--- src/rtl/tempsens_avg_if.sv ---
// ---------------------------------------------------------------------------
// tempsens_if
// Bundle of signals between the tempsense measurement controller (master)
// and the moving-average / min-max filter (slave).
//   i_sample_valid  master->slave  1-cycle strobe, new raw result on i_sample
//   i_sample        master->slave  raw result, W bits
//   i_clear         master->slave  synchronous restart of window and min/max
//   o_avg           slave->master  rounded window average
//   o_avg_upd       slave->master  1-cycle pulse when o_avg is refreshed
//   o_avg_valid     slave->master  window has been filled at least once
//   o_min / o_max   slave->master  extreme samples since reset/clear
//   o_mm_valid      slave->master  at least one sample accepted
// ---------------------------------------------------------------------------
interface tempsens_if #(
    parameter int W = 7
);
    logic         i_sample_valid;
    logic [W-1:0] i_sample;
    logic         i_clear;
    logic [W-1:0] o_avg;
    logic         o_avg_upd;
    logic         o_avg_valid;
    logic [W-1:0] o_min;
    logic [W-1:0] o_max;
    logic         o_mm_valid;

    modport master (
        output i_sample_valid, i_sample, i_clear,
        input  o_avg, o_avg_upd, o_avg_valid, o_min, o_max, o_mm_valid
    );

    modport slave (
        input  i_sample_valid, i_sample, i_clear,
        output o_avg, o_avg_upd, o_avg_valid, o_min, o_max, o_mm_valid
    );
endinterface

--- src/rtl/tempsens_avg.sv ---
// ---------------------------------------------------------------------------
// tempsens_avg
// Moving-average and min/max filter on the raw temperature-sensor result.
// Keeps a circular window of the last DEPTH = 2**LOG2_DEPTH samples with a
// running sum; once the window is full every accepted sample refreshes the
// rounded average one cycle later. Min/max track all samples since the last
// reset or clear.
// Ports:
//   clk    system clock
//   reset  synchronous, active-high reset
//   bus    tempsens_if.slave (sample strobe/data/clear in, avg/min/max out)
// ---------------------------------------------------------------------------
module tempsens_avg #(
    parameter int W          = 7,
    parameter int LOG2_DEPTH = 3
) (
    input  logic      clk,
    input  logic      reset,
    tempsens_if.slave bus
);
    localparam int DEPTH = 2 ** LOG2_DEPTH;
    localparam int SUM_W = W + LOG2_DEPTH;

    localparam logic [LOG2_DEPTH-1:0] CNT_LAST = LOG2_DEPTH'(DEPTH - 1);
    localparam logic [LOG2_DEPTH-1:0] CNT_ONE  = LOG2_DEPTH'(1);

    typedef enum logic {
        FILL = 1'b0,
        RUN  = 1'b1
    } state_t;

    // Round half up: add half an LSB of the quotient before dividing by DEPTH.
    // The largest possible sum plus the bias still fits SUM_W bits.
    function automatic logic [W-1:0] round_avg(input logic [SUM_W-1:0] s);
        logic [SUM_W-1:0] t;
        t = (s + SUM_W'(DEPTH / 2)) >> LOG2_DEPTH;
        return W'(t);
    endfunction

    state_t                state, state_nxt;
    logic [LOG2_DEPTH-1:0] fill_cnt, fill_cnt_nxt;
    logic                  upd_nxt;

    logic [W-1:0]          sample_buf [DEPTH];
    logic [LOG2_DEPTH-1:0] wr_ptr;
    logic [SUM_W-1:0]      sum_p0;
    logic                  vld_p0;

    logic [W-1:0]          avg_p1;
    logic                  vld_p1;
    logic                  avg_valid;

    logic [W-1:0]          min_r;
    logic [W-1:0]          max_r;
    logic                  mm_valid;

    logic                  restart;
    logic                  accept;

    // Clear behaves exactly like reset and beats a simultaneous strobe.
    assign restart = reset || bus.i_clear;
    assign accept  = bus.i_sample_valid && !bus.i_clear;

    always_ff @(posedge clk) begin
        if (restart) begin
            state    <= FILL;
            fill_cnt <= '0;
        end else begin
            state    <= state_nxt;
            fill_cnt <= fill_cnt_nxt;
        end
    end

    // Every accept that leaves the block in RUN (including the one that
    // completes the fill) schedules an average refresh.
    always_comb begin
        state_nxt    = state;
        fill_cnt_nxt = fill_cnt;
        upd_nxt      = 1'b0;
        case (state)
            FILL: begin
                if (accept) begin
                    if (fill_cnt == CNT_LAST) begin
                        state_nxt = RUN;
                        upd_nxt   = 1'b1;
                    end else begin
                        fill_cnt_nxt = fill_cnt + CNT_ONE;
                    end
                end
            end
            RUN: begin
                if (accept) begin
                    upd_nxt = 1'b1;
                end
            end
            default: begin
                state_nxt = FILL;
            end
        endcase
    end

    // ---- stage 0: window write, running sum, min/max ----
    always_ff @(posedge clk) begin
        if (restart) begin
            for (int i = 0; i < DEPTH; i++) begin
                sample_buf[i] <= '0;
            end
            wr_ptr   <= '0;
            sum_p0   <= '0;
            vld_p0   <= 1'b0;
            min_r    <= '1;
            max_r    <= '0;
            mm_valid <= 1'b0;
        end else begin
            vld_p0 <= upd_nxt;
            if (accept) begin
                sample_buf[wr_ptr] <= bus.i_sample;
                // The outgoing sample is part of sum_p0, so this never underflows.
                sum_p0 <= sum_p0 + SUM_W'(bus.i_sample) - SUM_W'(sample_buf[wr_ptr]);
                wr_ptr <= wr_ptr + CNT_ONE;
                if (!mm_valid) begin
                    min_r <= bus.i_sample;
                    max_r <= bus.i_sample;
                end else begin
                    if (bus.i_sample < min_r) min_r <= bus.i_sample;
                    if (bus.i_sample > max_r) max_r <= bus.i_sample;
                end
                mm_valid <= 1'b1;
            end
        end
    end

    // ---- stage 1: rounded average register ----
    always_ff @(posedge clk) begin
        if (restart) begin
            avg_p1    <= '0;
            vld_p1    <= 1'b0;
            avg_valid <= 1'b0;
        end else begin
            vld_p1 <= vld_p0;
            if (vld_p0) begin
                avg_p1    <= round_avg(sum_p0);
                avg_valid <= 1'b1;
            end
        end
    end

    assign bus.o_avg       = avg_p1;
    assign bus.o_avg_upd   = vld_p1;
    assign bus.o_avg_valid = avg_valid;
    assign bus.o_min       = min_r;
    assign bus.o_max       = max_r;
    assign bus.o_mm_valid  = mm_valid;

endmodule
--- src/flat_wrapper.sv ---
// flat-port wrapper written by rule: the top's interface ports become plain ports
module tempsens_avg_flat 
#(
    parameter int W          = 7,
    parameter int LOG2_DEPTH = 3
)
  (clk, reset, bus_i_sample_valid, bus_i_sample, bus_i_clear, bus_o_avg, bus_o_avg_upd, bus_o_avg_valid, bus_o_min, bus_o_max, bus_o_mm_valid);
  tempsens_if #(.W(W)) bus_i ();
  input  logic clk;
  input  logic reset;
  input wire logic [$bits(bus_i.i_sample_valid)-1:0] bus_i_sample_valid;
  input wire logic [$bits(bus_i.i_sample)-1:0] bus_i_sample;
  input wire logic [$bits(bus_i.i_clear)-1:0] bus_i_clear;
  output wire logic [$bits(bus_i.o_avg)-1:0] bus_o_avg;
  output wire logic [$bits(bus_i.o_avg_upd)-1:0] bus_o_avg_upd;
  output wire logic [$bits(bus_i.o_avg_valid)-1:0] bus_o_avg_valid;
  output wire logic [$bits(bus_i.o_min)-1:0] bus_o_min;
  output wire logic [$bits(bus_i.o_max)-1:0] bus_o_max;
  output wire logic [$bits(bus_i.o_mm_valid)-1:0] bus_o_mm_valid;
  assign bus_i.i_sample_valid = bus_i_sample_valid;
  assign bus_i.i_sample = bus_i_sample;
  assign bus_i.i_clear = bus_i_clear;
  assign bus_o_avg = bus_i.o_avg;
  assign bus_o_avg_upd = bus_i.o_avg_upd;
  assign bus_o_avg_valid = bus_i.o_avg_valid;
  assign bus_o_min = bus_i.o_min;
  assign bus_o_max = bus_i.o_max;
  assign bus_o_mm_valid = bus_i.o_mm_valid;
  tempsens_avg #(.W(W), .LOG2_DEPTH(LOG2_DEPTH)) u_core (.clk(clk), .reset(reset), .bus(bus_i));
endmodule
--- config.mk ---
export PLATFORM = sky130hd
export DESIGN_NAME = tempsens_avg_flat
export DESIGN_NICKNAME = d
export VERILOG_FILES = /design/src/rtl/tempsens_avg_if.sv /design/src/rtl/tempsens_avg.sv /design/src/flat_wrapper.sv
export SDC_FILE = /design/constraint.sdc
export NUM_CORES = 1
export LEC_CHECK = 0
export ABC_AREA = 1
export ABC_CLOCK_PERIOD_IN_PS = 4100
export CORE_MARGIN = 2
export CORE_UTILIZATION = 43
export CTS_CLUSTER_DIAMETER = 80
export DETAILED_ROUTE_END_ITERATION = 12
export HOLD_SLACK_MARGIN = 0.06
export SYNTH_ARGS = -nofsm -noshare
export SYNTH_HDL_FRONTEND = slang
export SYNTH_SLANG_ARGS = --single-unit
--- constraint.sdc ---
create_clock -name clk -period 4.1 [get_ports clk]
set_input_delay 0.615 -clock clk [delete_from_list [all_inputs] [get_ports clk]]
set_output_delay 0.615 -clock clk [all_outputs]
set_load 0.02 [all_outputs]
==> flow_summary.yaml, run 1 <==
placed_design:
  dp_cells: 819
  gp_routability_congestion: 0.8555
  place.detailed.hpwl_microns: 9096
  io_buffers: 34
  dpl_cell_area_sq_um: 5853
synthesis:
  yosys-top-cells-area: "edfxtp_1 31%, dfxtp_1 17%, nor2_1 9.7%"
  synth.cell_area_sq_um: 5369
  synth.top_cell.area_share_pct: 31.32
  synth_top_area_cell: "edfxtp_1"
  synth_top_family_by_area: "simple AND/OR/NAND/NOR gates"
  syn_inst: 632
  synth_area_per_cell_sq_um: 8.495
  synth_compound_area_share_pct: 8.343
  synth_xor_area_share_pct: 1.794
  ys_seq_area_share_pct: 48.10
  synth_seq_cells: 101
  syn-num-nets: 678
  synth-simple-area-share_pct: 24.61
  yosysWarnings: 0
  synth_fa_ha_area_share_pct: 9.135
  synthMuxAreaShare_pct: 0
  synthDistinctLibCells: 30
timing:
  setup_viol: 0
  post-route-period-util_pct: 75.20
  slew_viol_final: 0
  hold_viol_final: 0
  min_period_ps: 3083
  rsz0062_at_grt: "no"
  fin_tns_setup_ps: 0
  fin_skew_ps: 12.43
  fmax_mhz: 324.3
  worst_slew_pin_slew_ps: 648.1
  relSlewSlack_pct: 56.74
min_path:
  hp-start: "u_core.sum_p0[0]"
  holdPathStages: 2
  hold_class: "register to register"
  hold_end: "u_core.sum_p0[0]"
die:
  fp.dieArea_sq_um: 13400
  die_y_microns: 115.7
  fp-row-count: 40
  ios: 35
  initial_core_util_pct: 44.33
  dieWidth_microns: 115.7
  core_sq_um: 12110
routing:
  wl_per_cell_microns: 15.13
  drt_first_pass_iters: 5
  antenna_left: 0
  dr.first_iter.drc_count: 250
  post-route-drc-count: 0
  wirelength_microns: 12630
  vias: 4235
  vias_per_cell: 5.072
finish:
  fill_cells: 1174
  final_util_pct: 50.69
  fin_cells: 835
  diodes: 0
  final_area_sq_um: 6140
  syn2layout_area_growth_pct: 14.36
  final_layout_size_suffix_gt1_share_pct: 6.447
  nets: 708
worst_setup_path:
  cp-end-kind: "register"
  cp-start-kind: "register"
  cp.required_ps: 4350
  cp_top_family: "adder cells"
  path_cells: "o21ai_0, o32ai_1, nand2_1, nand2_1, ha_1, inv_1, ha_1, inv_1, fa_1, o21ai_1, nand3_1, nand3_1, nand3_1, nand2_1, inv_1"
  critPathSlowestCell: "dfxtp_1"
  r2r_cells: 15
  r2r_slack_ps: 1020
  cp.arrival_ps: 3330
  path_buf_inv: 3
  path_max_fanout: 22
  r2r-end: "u_core.sum_p0[6]"
  criticalPathCategory: "register to register"
  cpPeakStageDelay_ps: 740
clock_tree:
  cts.reportedPaths.clkPinSlew_ps: 80
  clockRootBuffer: "clkbuf_16"
  clk_latency_ps: 360
  cts_tree: "built"
  numCtsBuffers: 9
  ctsResizeCount: 0
  clock-sinks: 101
  cts_max_path_buffers: 2
  htreeDepth: 3
  hold_buffers: 0
  cts_setup_buffers: 0
pwr:
  swShare_pct: 28.97
  internal_power_uw: 1664
  comb_power_share_pct: 16.6
  max-vdd-ir-drop_mv: 0.2119
  pwr-share-seq_pct: 48.0
  clkPwrFrac_pct: 35.4
  power_density_nw_per_um2: 381.7
  power.leakage_uw: 0.002912
  total_switching_power_uw: 678.9
global_route:
  grt_pass1_wl_microns: 20800
  grt_usage_pct: 20.40
  first_global_vias: 4115
  grt_max_degree: 38
  grt_overflow: 0
  antenna_found_initial: 0
outcome:
  outcome: "complete, no violations"
flow_run:
  cap_violations: 0
[per-layer routing]
layer | routed length (microns) | vias up | track usage [%] | part of all wire, %
met5 | 0 | - | 0 | 0
met4 | 192 | 0 | 6.508 | 1.5
met3 | 602 | 16 | 4.289 | 4.8
met2 | 5869 | 107 | 32.71 | 46
met1 | 5970 | 2005 | 27.90 | 47
li1 | - | 2107 | - | -
[state kept, by name, indices dropped and copies added (netlist names), named ones only]
name / flops
u_core.bus.o_avg_valid: 1
u_core.bus.o_mm_valid: 1
u_core.vld_p0: 1
u_core.state: 1
u_core.bus.o_avg: 7
u_core.fill_cnt: 3
u_core.sum_p0: 10
u_core.bus.o_max: 7
u_core.bus.o_avg_upd: 1
u_core.wr_ptr: 3
u_core.bus.o_min: 7
u_core.sample_buf: 56
[Yosys cell counts, drive strengths merged]
master,instances
fa,7
nor2,143
o211ai,1
nand3,41
xor2,10
o32ai,14
nand4,2
ha,28
a21oi,29
edfxtp,56
dfxtp,45
a21o,1
o21ai,30
xnor2,1
clkbuf,4
nand2,112
buf,16
o21bai,2
inv,87
nor3,3
[tightest hold or removal path, delay by kind of cell (launching register included)]
kind	cells	cell delay, ps
buffers and inverters	1	60
DFF	1	300
AOI/OAI and AO/OA	1	60
[cell type report]
type	instances	area [sq um]	area share (%)
Inverter	87	326.6	5.319
Clock inverter	6	57.56	0.9374
Sequential cell	101	2582	42.06
Tap cell	168	210.2	3.424
Timing Repair Buffer	39	377.9	6.154
Multi-Input combinational cell	424	2356	38.37
Clock buffer	10	229.0	3.729
[through the flow]
stage	setup slack [ps]	hold slack, ps	total power [uW]
floorplan	1429	434.8	1422
global placement	961.0	455.4	1525
detailed placement	947.9	461.0	1532
CTS	1049	471.4	2353
global route	702.7	501.0	2451
finish	1017	469.2	2343
[worst max path at each step]
| stage | to | depth (start not counted) | slack, ps | from |
|---|---|---|---|---|
| finish | u_core.sum_p0[6] | 15 | 1020 | register |
| global route | u_core.sum_p0[7] | 16 | 700 | register |
| CTS | u_core.sum_p0[7] | 16 | 1050 | register |
| detailed placement | u_core.sum_p0[9] | 12 | 950 | bus_i_sample[6] |
| global placement | u_core.sum_p0[9] | 12 | 960 | bus_i_sample[6] |
| floorplan | u_core.sum_p0[6] | 15 | 1430 | register |
[logic make-up (layout without fill, tap and decap cells)]
kind of cell,Yosys count,after routing
flops,101,101
simple gates,301,301
buf+inv,107,142
fa+ha+maj,35,35
compound gates,77,77
xor+xnor,11,11
[power by group through the flow]
stage               Clock [uW]  Combinational (uW)  Sequential [uW]
finish                     830                 389             1120
global route               880                 443             1130
CTS                        840                 388             1120
detailed placement           0                 384             1150
global placement             0                 379             1150
floorplan                    0                 277             1140
[layout by cell type, fill, tap and decap left out, types with 3 or more instances in the layout]
master,netlist,final
nor2_1,139,139
fa_1,7,7
nand2_1,102,102
inv_1,79,79
clkbuf_16,0,9
o21ai_0,28,28
nand2_4,9,9
nor2_8,3,3
inv_2,8,8
dfxtp_1,45,45
xor2_1,10,10
edfxtp_1,56,56
nand3_1,41,41
clkdlybuf4s50_1,0,34
ha_1,28,28
a21oi_1,29,29
o32ai_1,14,14
buf_4,2,5
No activity file was read; power rests on OpenSTA's default activity.
==> run 2: changes to the inputs <==
--- a/config.mk
+++ b/config.mk
@@ -6,7 +6,7 @@
 export NUM_CORES = 1
 export LEC_CHECK = 0
 export ABC_AREA = 1
-export ABC_CLOCK_PERIOD_IN_PS = 4100
+export ABC_CLOCK_PERIOD_IN_PS = 3100
 export CORE_MARGIN = 2
 export CORE_UTILIZATION = 43
 export CTS_CLUSTER_DIAMETER = 80
==> constraint.sdc (replaced) <==
create_clock -name clk -period 3.1 [get_ports clk]
set_input_delay 0.465 -clock clk [delete_from_list [all_inputs] [get_ports clk]]
set_output_delay 0.465 -clock clk [all_outputs]
set_load 0.02 [all_outputs]
==> run 2 against run 1 <==
Effect of this change: sequential power grew 33%; routed wire length shrank 2.4%; global-route usage shrank 0.25 points; combinational power grew 33%; clock power grew 36%; sequential share of layout area shrank 0.69 points; fmax grew 9.0%; critical path type unchanged.
==> flow_summary.yaml, run 2 (same netlist as run 1, synthesis figures left out) <==
timing:
  hold_ws_ps: 468.7
  fmax_mhz: 353.5
  rsz0062_at_grt: "no"
  relSlewSlack_pct: 56.57
  min_period_ps: 2829
  worst_slew_pin_slew_ps: 650.8
  fin_tns_setup_ps: 0
  fin_skew_ps: 7.893
  post-route-period-util_pct: 91.26
  slew_viol_final: 0
  setup_viol: 0
  hold_viol_final: 0
worst_setup_path:
  r2r_slack_ps: 270
  path_cells: "buf_4, buf_4, nor2_1, o32ai_1, nand2_1, nand2_1, fa_1, inv_1, ha_1, nand2_1, nand2_1, a21oi_1, nand2_1, nand2_1, nand2_1, o21ai_0, inv_1"
  criticalPathCategory: "register to register"
  critPathSlowestCell: "fa_1"
  path_buf_inv: 4
  cp-start-kind: "register"
  cp.required_ps: 3350
  crit_cells: 17
  cpPeakStageDelay_ps: 420
  r2r-end: "u_core.sum_p0[7]"
  cp.arrival_ps: 3080
  cp-end-kind: "register"
  path_max_fanout: 8
  r2r_cells: 17
  crit_top_cell: "nand2_1"
  cp_top_family: "adder cells"
finish:
  fill_cells: 1184
  final_area_sq_um: 6248
  largest_reg_flops: 56
  diodes: 0
  final_layout_size_suffix_gt1_share_pct: 8.395
  regArea_sq_um: 2585
  mostFrequentLayoutCells: "139 x nor2_1, 102 x nand2_1, 79 x inv_1"
  multi_input_area_sq_um: 2364
  final_util_pct: 51.59
  layout.cells.most_common: "nor2_1"
  nets: 720
  largestRegisters: "u_core.sample_buf x56, u_core.sum_p0 x10"
  top_register: "u_core.sample_buf"
  syn2layout_area_growth_pct: 16.38
clock_tree:
  clk_latency_ps: 350
  htreeDepth: 3
  cts.reportedPaths.clkPinSlew_ps: 70
  numCtsBuffers: 9
  cts_tree: "built"
  clock-sinks: 101
  cts_max_path_buffers: 2
  ctsResizeCount: 0
  clockRootBuffer: "clkbuf_16"
  hold_buffers: 0
  cts_setup_buffers: 0
global_route:
  first_global_vias: 4080
  grt_usage_pct: 20.15
  antenna_found_initial: 0
  grt_overflow: 0
  grt_pass1_wl_microns: 20500
  grt_max_degree: 37
routing:
  dr.first_iter.drc_count: 296
  wirelength_microns: 12330
  drt_first_pass_iters: 5
  vias: 4233
  antenna_left: 0
  post-route-drc-count: 0
  wl_per_cell_microns: 14.56
  vias_per_cell: 4.998
die:
  core_sq_um: 12110
  initial_core_util_pct: 44.33
  fp.dieArea_sq_um: 13400
  die_y_microns: 115.7
  dieWidth_microns: 115.7
  fp-row-count: 40
  ios: 35
outcome:
  outcome: "complete, no violations"
placed_design:
  gp_routability_congestion: 0.8973
  dpl_cell_area_sq_um: 5943
  io_buffers: 34
  place.detailed.hpwl_microns: 9061
min_path:
  hp-start: "u_core.bus.o_avg[0]"
  hold_class: "register to register"
  hold_end: "u_core.bus.o_avg[0]"
  holdPathStages: 2
flow_run:
  cap_violations: 0
pwr:
  power.leakage_uw: 0.002984
  max-vdd-ir-drop_mv: 0.2850
  power_density_nw_per_um2: 501.5
[run 2: cell types whose count changed in the layout (fill, tap and decap cells not counted), moves of 2 or more]
cell     previous run  this run
dfxtp_2             0         2
buf_4               5        17
dfxtp_1            45        43
inv_6               2         0
[run 2: routing by layer]
layer	vias up	routed length, microns	track usage, %
li1	2129	-	-
met1	2004	5920	28.31
met2	92	5686	31.89
met3	8	624	4.969
met4	0	102	4.286
met5	-	0	0
[run 2: worst min-delay path: cells and delay by family (launching register included)]
family	cells	cell delay (ps)
simple gates	1	60
compound gates	1	50
flops	1	310
[run 2: worst max-delay path by stage]
stage | slack, ps | to | start
after CTS | 200 | u_core.sum_p0[8] | register
after detailed placement | 170 | u_core.sum_p0[8] | bus_i_sample[1]
after global placement | 180 | u_core.sum_p0[6] | bus_i_sample[1]
final | 270 | u_core.sum_p0[7] | register
after global routing | 10 | u_core.sum_p0[7] | register
after floorplan | 430 | u_core.sum_p0[6] | register
[run 2: area by class of cell]
| class | instances | share of cell area, % |
|---|---|---|
| Timing Repair Buffer | 51 | 7.489 |
| Clock inverter | 6 | 1.021 |
| Clock buffer | 10 | 3.664 |
| Tap cell | 168 | 3.364 |
| Inverter | 87 | 5.266 |
| Sequential cell | 101 | 41.37 |
| Multi-Input combinational cell | 424 | 37.83 |
[run 2: stage by stage]
step | setup WS (ps) | cells | total power, uW
floorplan | 429.1 | 632 | 1881
global placement | 183.0 | 831 | 2026
detailed placement | 166.6 | 831 | 2032
CTS | 197.1 | 847 | 3158
global route | 13.71 | 847 | 3297
finish | 270.8 | 847 | 3134
[run 2: power breakdown]
part / internal [uW] / switching, uW
Combinational: 192 / 324
Sequential: 1460 / 30.6
Clock: 625 / 502
